==> src/rtl/uio_bus_arbiter.sv <==
// Round-robin arbiter and direction controller for the bidirectional uio pin bank.
// Grants one requester a burst of read or write beats, then forces a turnaround gap.
module uio_bus_arbiter #(
  parameter  int NREQ       = 4,
  parameter  int MAX_BURST  = 8,
  parameter  int TURNAROUND = 1,
  localparam int IW         = $clog2(NREQ)
) (
  input  logic              clk,
  input  logic              rst_n,
  input  logic [NREQ-1:0]   req,
  input  logic [NREQ-1:0]   wr,
  input  logic [8*NREQ-1:0] wdata,
  input  logic [NREQ-1:0]   last,
  output logic [NREQ-1:0]   gnt,
  output logic [7:0]        rdata,
  output logic              rvalid,
  output logic [IW-1:0]     rid,
  output logic              busy,
  input  logic [7:0]        uio_in,
  output logic [7:0]        uio_out,
  output logic [7:0]        uio_oe
);

  typedef enum logic [1:0] {IDLE, ACTIVE, TURN} state_t;

  state_t              state, state_d;
  logic [IW-1:0]       rr_ptr, rr_d, owner, owner_d, pick, rid_d;
  logic [IW:0]         idx_w;
  logic                found, dir, dir_d, rvalid_d, burst_end;
  logic [7:0]          beat_cnt, beat_d, uio_out_d, uio_oe_d, rdata_d;
  logic [3:0]          turn_cnt, turn_d;
  logic [NREQ-1:0]     gnt_d;
  logic [NREQ-1:0][7:0] wlane;

  assign wlane = wdata;

  // First pending requester at or after the rr pointer, wrapping modulo NREQ.
  always_comb begin
    found = 1'b0;
    pick  = '0;
    idx_w = '0;
    for (int k = 0; k < NREQ; k++) begin
      idx_w = {1'b0, rr_ptr} + (IW+1)'(k);
      if (idx_w >= (IW+1)'(NREQ)) idx_w = idx_w - (IW+1)'(NREQ);
      if (!found && req[idx_w[IW-1:0]]) begin
        found = 1'b1;
        pick  = idx_w[IW-1:0];
      end
    end
  end

  always_comb begin
    state_d   = state;
    rr_d      = rr_ptr;
    owner_d   = owner;
    dir_d     = dir;
    beat_d    = beat_cnt;
    turn_d    = turn_cnt;
    gnt_d     = gnt;
    uio_out_d = uio_out;
    uio_oe_d  = uio_oe;
    rdata_d   = rdata;
    rid_d     = rid;
    rvalid_d  = 1'b0;
    burst_end = last[owner] || (({1'b0, beat_cnt} + 9'd1) == 9'(MAX_BURST));
    case (state)
      IDLE: if (found) begin
        gnt_d        = '0;
        gnt_d[pick]  = 1'b1;
        owner_d      = pick;
        dir_d        = wr[pick];
        beat_d       = '0;
        rr_d         = (pick == IW'(NREQ-1)) ? '0 : pick + 1'b1;
        state_d      = ACTIVE;
      end
      ACTIVE: begin
        if (req[owner]) begin
          beat_d = beat_cnt + 8'd1;
          if (dir) begin
            uio_out_d = wlane[owner];
            uio_oe_d  = 8'hFF;
          end else begin
            rdata_d  = uio_in;
            rid_d    = owner;
            rvalid_d = 1'b1;
          end
        end
        // A dropped request abandons the burst but still pays the turnaround.
        if (!req[owner] || burst_end) begin
          gnt_d   = '0;
          state_d = TURN;
          turn_d  = 4'(TURNAROUND);
        end
      end
      TURN: begin
        uio_oe_d  = 8'h00;
        uio_out_d = 8'h00;
        turn_d    = turn_cnt - 4'd1;
        if (turn_cnt == 4'd1) state_d = IDLE;
      end
      default: state_d = IDLE;
    endcase
  end

  always_ff @(posedge clk or negedge rst_n) begin
    if (!rst_n) begin
      state    <= IDLE;
      rr_ptr   <= '0;
      owner    <= '0;
      dir      <= 1'b0;
      beat_cnt <= '0;
      turn_cnt <= '0;
      gnt      <= '0;
      uio_out  <= '0;
      uio_oe   <= '0;
      rdata    <= '0;
      rvalid   <= 1'b0;
      rid      <= '0;
      busy     <= 1'b0;
    end else begin
      state    <= state_d;
      rr_ptr   <= rr_d;
      owner    <= owner_d;
      dir      <= dir_d;
      beat_cnt <= beat_d;
      turn_cnt <= turn_d;
      gnt      <= gnt_d;
      uio_out  <= uio_out_d;
      uio_oe   <= uio_oe_d;
      rdata    <= rdata_d;
      rvalid   <= rvalid_d;
      rid      <= rid_d;
      busy     <= (state_d != IDLE);
    end
  end

endmodule

==> config.mk <==
export PLATFORM = sky130hd
export DESIGN_NAME = uio_bus_arbiter
export DESIGN_NICKNAME = d
export VERILOG_FILES = /design/src/rtl/uio_bus_arbiter.sv
export SDC_FILE = /design/constraint.sdc
export NUM_CORES = 1
export LEC_CHECK = 0
export CAP_MARGIN = 5
export CORE_AREA = 2 2 77 79
export DETAILED_ROUTE_END_ITERATION = 12
export DIE_AREA = 0 0 79 81
export PLACE_DENSITY = 0.77
export SKIP_CTS_REPAIR_TIMING = 1
export SYNTH_ARGS = -nofsm -noshare
export SYNTH_HDL_FRONTEND = slang
export SYNTH_SLANG_ARGS = --single-unit
==> constraint.sdc <==
create_clock -name clk -period 2.7 [get_ports clk]
set_clock_uncertainty 0.15 [all_clocks]
set_input_delay 0.405 -clock clk [delete_from_list [all_inputs] [get_ports clk]]
set_output_delay 0.405 -clock clk [all_outputs]
set_load 0.01 [all_outputs]
Word level (Yosys, flattened, before mapping)
Index checks and enable logic that the tools add are counted.
- $add $sub $neg: 11
- magnitude comparators: 11
- equal/unequal tests: 9
- muxes and demuxes: 52
- bitwise logic cells: 1
- reduce and logical (&&, ||, !) cells: 20
- operators with widths (cell ; number):
    8-bit two-way mux ; 7
    8-bit one-hot mux with 2 select lines ; 3
    2-bit two-way mux ; 12
    2-bit by 3-bit < comparator with 1-bit output (second input constant) ; 6
    8-bit binary-select mux with 2-bit select ; 1
    4-bit one-hot mux with 2 select lines ; 2
    1-bit two-way mux ; 15
    1-bit binary-select mux with 2-bit select ; 7
    4-bit two-way mux ; 3
    3-bit AND reduction ; 4
    8-bit by 1-bit adder with 9-bit output (second input constant) ; 1
    9-bit by 4-bit equality test with 1-bit output (second input constant) ; 1
    3-bit >= comparator (second input constant) ; 3
    8-bit by 1-bit adder with 8-bit output (second input constant) ; 1
    2-bit != test (second input constant) ; 4
    2-bit by 1-bit subtractor with 2-bit output (second input constant) ; 4
    2-bit by 2-bit adder with 3-bit output (second input constant) ; 2
    2-bit one-hot mux with 3 select lines ; 1
    2-bit nonzero test ; 3
    2-bit equality test (second input constant) ; 2
    4-bit by 1-bit equality test with 1-bit output (second input constant) ; 1
    1-bit logical AND ; 4
    1-bit logical NOT ; 4
    2-bit AND reduction ; 2
    other kinds (10) ; 11
- register bits: 51
- bits of input ports: 54
- output and inout bits: 32

Longest topological paths before layout
- depth in word-level cells: 20
- gate-level depth with buffers: 8

Worst setup path before layout
OpenSTA, ideal clock, no wires.
- path kind: register -> register
- from: reg owner[0]
- to: reg rdata[0]
- data arrival time: 1.699 ns
- required time: 2.425 ns
- path slack: 0.726 ns
- stages on the path, launching flop included: 7
- buffers on the path: 2
- cells stage by stage: dfrtp_1 -> mux4_2 -> buf_6 -> nand2_1 -> or2_1 -> buf_6 -> mux2_4
- longest elaborated chain between the ends: 3
- RTL lines (what ; line ; text):
    start, declared ; 28 ; logic [IW-1:0] rr_ptr, rr_d, owner, owner_d, pick, rid_d;
    start signal, assigned ; 124 ; owner <= owner_d;
    1-bit binary-select mux with 2-bit select ; 78 ; if (req[owner]) begin
    1-bit two-way mux (not written as such) ; 78 ;
    3-bit AND reduction (no line) ; - ;
    end signal, assigned ; 131 ; rdata <= rdata_d;
    end, declared ; 16 ; output logic [7:0] rdata,
Every way passes these cells. The select of a mux whose other input is x is not followed.
A chain may end at the register's enable or synchronous reset.

Worst setup path after layout
- from: in req[1]
- to: reg beat_cnt[7]
- longest elaborated chain between the ends: 14
- elaborated cells on any way between the ends: 23
- classes of those cells: eq/ne (2); mux (14); reduce/logical (7)
- RTL lines (what ; line ; text):
    start, declared ; 11 ; input logic [NREQ-1:0] req,
    1-bit binary-select mux with 2-bit select ; 46 ; if (!found && req[idx_w[IW-1:0]]) begin
    1-bit two-way mux (not written as such) ; 46 ;
    1-bit two-way mux ; 46 ;
    1-bit logical NOT ; 46 ;
    1-bit logical AND ; 46 ;
    1-bit two-way mux ; 46 ;
    1-bit logical NOT ; 46 ;
    1-bit logical AND ; 46 ;
    1-bit two-way mux ; 46 ;
    1-bit logical NOT ; 46 ;
    1-bit logical AND ; 46 ;
    1-bit two-way mux ; 46 ;
    2-bit != test (no line) ; - ;
    3-bit AND reduction (no line) * ; - ;
    end signal, assigned ; 126 ; beat_cnt <= beat_d;
    end, declared ; 31 ; logic [7:0] beat_cnt, beat_d, uio_out_d, uio_oe_d, rdata_d;
Mark *: on every way between the ends. The rest lies on a longest branch, timed or not. The select of a mux whose other input is x is not followed.

==> impl_metrics.tcl <==
set metrics [dict create \
    yosys.area.top_type "dfrtp_1" \
    slew_headroom 0.3688 \
    drc_errors 0 \
    areaGrowthSynthToFinish_pct 39.40 \
    dr.max_layer_used "met4" \
    pre_cts_ws_ns 0.2533 \
    tns_ns 0 \
    cts_tree "done" \
    drive_above_1_share 0.1281 \
    slowest_delay_ns 0.56 \
    gr-total-overflow 0 \
    clockRootBuffer "clkbuf_8" \
    startpoint_type "primary input" \
    wl_per_cell_um 14.76 \
    grt_pass1_wl_mm 9.418 \
    met3WireLength_um 253 \
    avgSynthCellArea_um2 10.42 \
    num_rows 28 \
    crit_slowest_cell "clkdlybuf4s50_1" \
    grt_util_all_layers 0.1910 \
    core_area_um2 5675 \
    setup_slack_ns 0.5504 \
    synth_ff_type "dfrtp_1" \
    synth_edf_count 0 \
    crit_type "primary input to flip-flop" \
    synthCells 239 \
    place_area_um2 3390 \
    clk_latency_ns 0.30 \
    hold_viol_final 0 \
    cp_max_fo 9 \
    yosysTopAreaCellShare 0.4422 \
    synthTopCellsByArea "dfrtp_1, mux4_2, mux2_4, nand2_1, ha_1" \
    io_pins 86 \
    critPathArrivalTime_ns 2.24 \
    grt_max_degree 45 \
    drt_iter0_drc 108 \
    die_h_um 81 \
    wl_mm 5.831 \
    post-route-period-util 0.7961 \
    clock_path_buffers 2 \
    r2r_setup_slack_ns 0.61 \
    path_buf_inv 3 \
    ant_nets 0 \
    async_flop_share 1.000 \
    cap_violations 0 \
    yosys_warnings 0 \
    seq_area_frac_synth 0.4422 \
    clkTransAtPathRegs_ns 0.08 \
    gp_congestion 0.8438 \
    synthTopCellsByCount "dfrtp_1, nand2_1, o21ai_0" \
    worstPathCellList "clkdlybuf4s50_1 > mux4_2 > buf_4 > inv_2 > or4_1 > a21oi_1 > a211o_1" \
    setup-violations-final 0 \
    dr.pass1.iters 4 \
    met2RoutedLength_mm 2.925 \
    clock.fmax_ghz 0.4652 \
    yosysMostFrequentCell "dfrtp_1" \
    grt_pass1_vias 2022 \
    cts.sinks 44 \
    post-route-util 0.6116 \
    crit_path_end_kind "flip-flop" \
    die-area_um2 6399 \
    ys_seq_elements 44 \
    nets 382 \
    vdd_drop_max_mv 0.4546 \
    syn_area_um2 2490 \
    via_count 2033 \
    dp_hpwl_mm 4.388 \
    holdCritPathClass "primary input to asynchronous set/reset pin" \
    p_total_uw 3375 \
    crit_family "buffers and inverters" \
    vias_per_cell 5.147 \
    portBuffers 85 \
    synth.net_count 301 \
    numCtsBuffers 5 \
    power_density_nw_per_um2 972.4 \
    outcome "complete, no violations" \
    die_w_um 79 \
    initial_core_util 0.4387 \
    wl_met1_mm 2.557 \
    final_max_slew_viol_count 0 \
    antenna_found_initial 0 \
    diodes 0 \
    p_leak_uw 0.001514 \
    grt_setup_unrepaired "no" \
    fin_crit_ns 2.150 \
    cts_htree_levels 2 \
    fin_area_um2 3471 \
    yosysUniqueCellTypes 43 \
    crit_required_ns 2.79 \
    tightest_slew_ns 0.9468 \
]
[cell type report]
cell class / count / area (um2)
repair buffers: 94 / 925.9
well taps: 75 / 93.84
flip-flops and latches: 44 / 1101
clock inverters: 2 / 12.51
inverters: 15 / 56.30
multi-input cells: 160 / 1212
clock buffers: 5 / 68.82
fillers: 496 / 2205
[routing by layer]
| metal | track usage | vias up |
|---|---|---|
| met2 | 0.3229 | 60 |
| met5 | 0 | - |
| met4 | 0.08276 | 0 |
| li1 | - | 997 |
| met1 | 0.2458 | 969 |
| met3 | 0.02889 | 7 |
[state kept, by name, indices dropped and copies added, names as in the netlist]
name	flops
state	2
gnt	4
rvalid	1
turn_cnt	4
dir	1
rdata	8
uio_out	8
owner	2
rid	2
rr_ptr	2
beat_cnt	8
uio_oe	1
busy	1
[cells in the final DEF, fill, tap and decap left out, types with 2 or more instances in the layout]
cell,n
and3_1,2
inv_1,14
nor3_1,8
nand3b_1,2
nand2_1,33
mux2i_1,5
nor2_1,9
clkbuf_8,5
a21o_1,4
nor4_1,2
a21oi_1,11
o21ai_0,20
mux2_4,9
dfrtp_1,44
ha_1,8
clkdlybuf4s50_1,84
nor2b_1,3
buf_4,8
mux4_2,10
nand2b_1,3
o221ai_1,3
mux2_2,2
nand3_1,3
o22ai_1,3
xnor2_1,3
a22o_1,3
[path summary, 6_finish.rpt]
| check | startpoint | to | cells after the start |
|---|---|---|---|
| min in group clk | rdata[0]$_DFFE_PN0P_ | rdata[0]$_DFFE_PN0P_ | 1 |
| max | req[1] | beat_cnt[7]$_DFFE_PN0P_ | 7 |
| min | rst_n | rr_ptr[1]$_DFFE_PN0P_ | 1 |
| max in group asynchronous | rst_n | beat_cnt[0]$_DFFE_PN0P_ | 1 |
| max reg2reg | beat_cnt[0]$_DFFE_PN0P_ | gnt[0]$_DFFE_PN0P_ | 4 |
| min reg2reg | rdata[0]$_DFFE_PN0P_ | rdata[0]$_DFFE_PN0P_ | 1 |
[per-stage QoR]
step	std cells	hold WS (ns)
2_1_floorplan	239	-0.04059
3_3_place_gp	388	0.3486
3_5_place_dp	388	0.3402
4_1_cts	395	0.1386
5_1_grt	395	0.1799
6_report	395	0.1022
[cells by family (layout without fill, tap and decap cells)]
logic type / count (synthesis) / after routing / share of synthesized area
mux: 26 / 26 / 0.1739
buf+inv: 35 / 116 / 0.07085
xor+xnor: 3 / 3 / 0.01055
compound gates: 51 / 51 / 0.1251
fa+ha+maj: 8 / 8 / 0.04020
simple gates: 72 / 72 / 0.1372
flops: 44 / 44 / 0.4422
[power breakdown]
part	total, uW	internal [uW]	switching (uW)
registers	1160	934	226
logic	1820	1010	811
clock network	394	175	218
total	3380	2120	1260
Note: power is estimated with default switching activity, not from simulation.
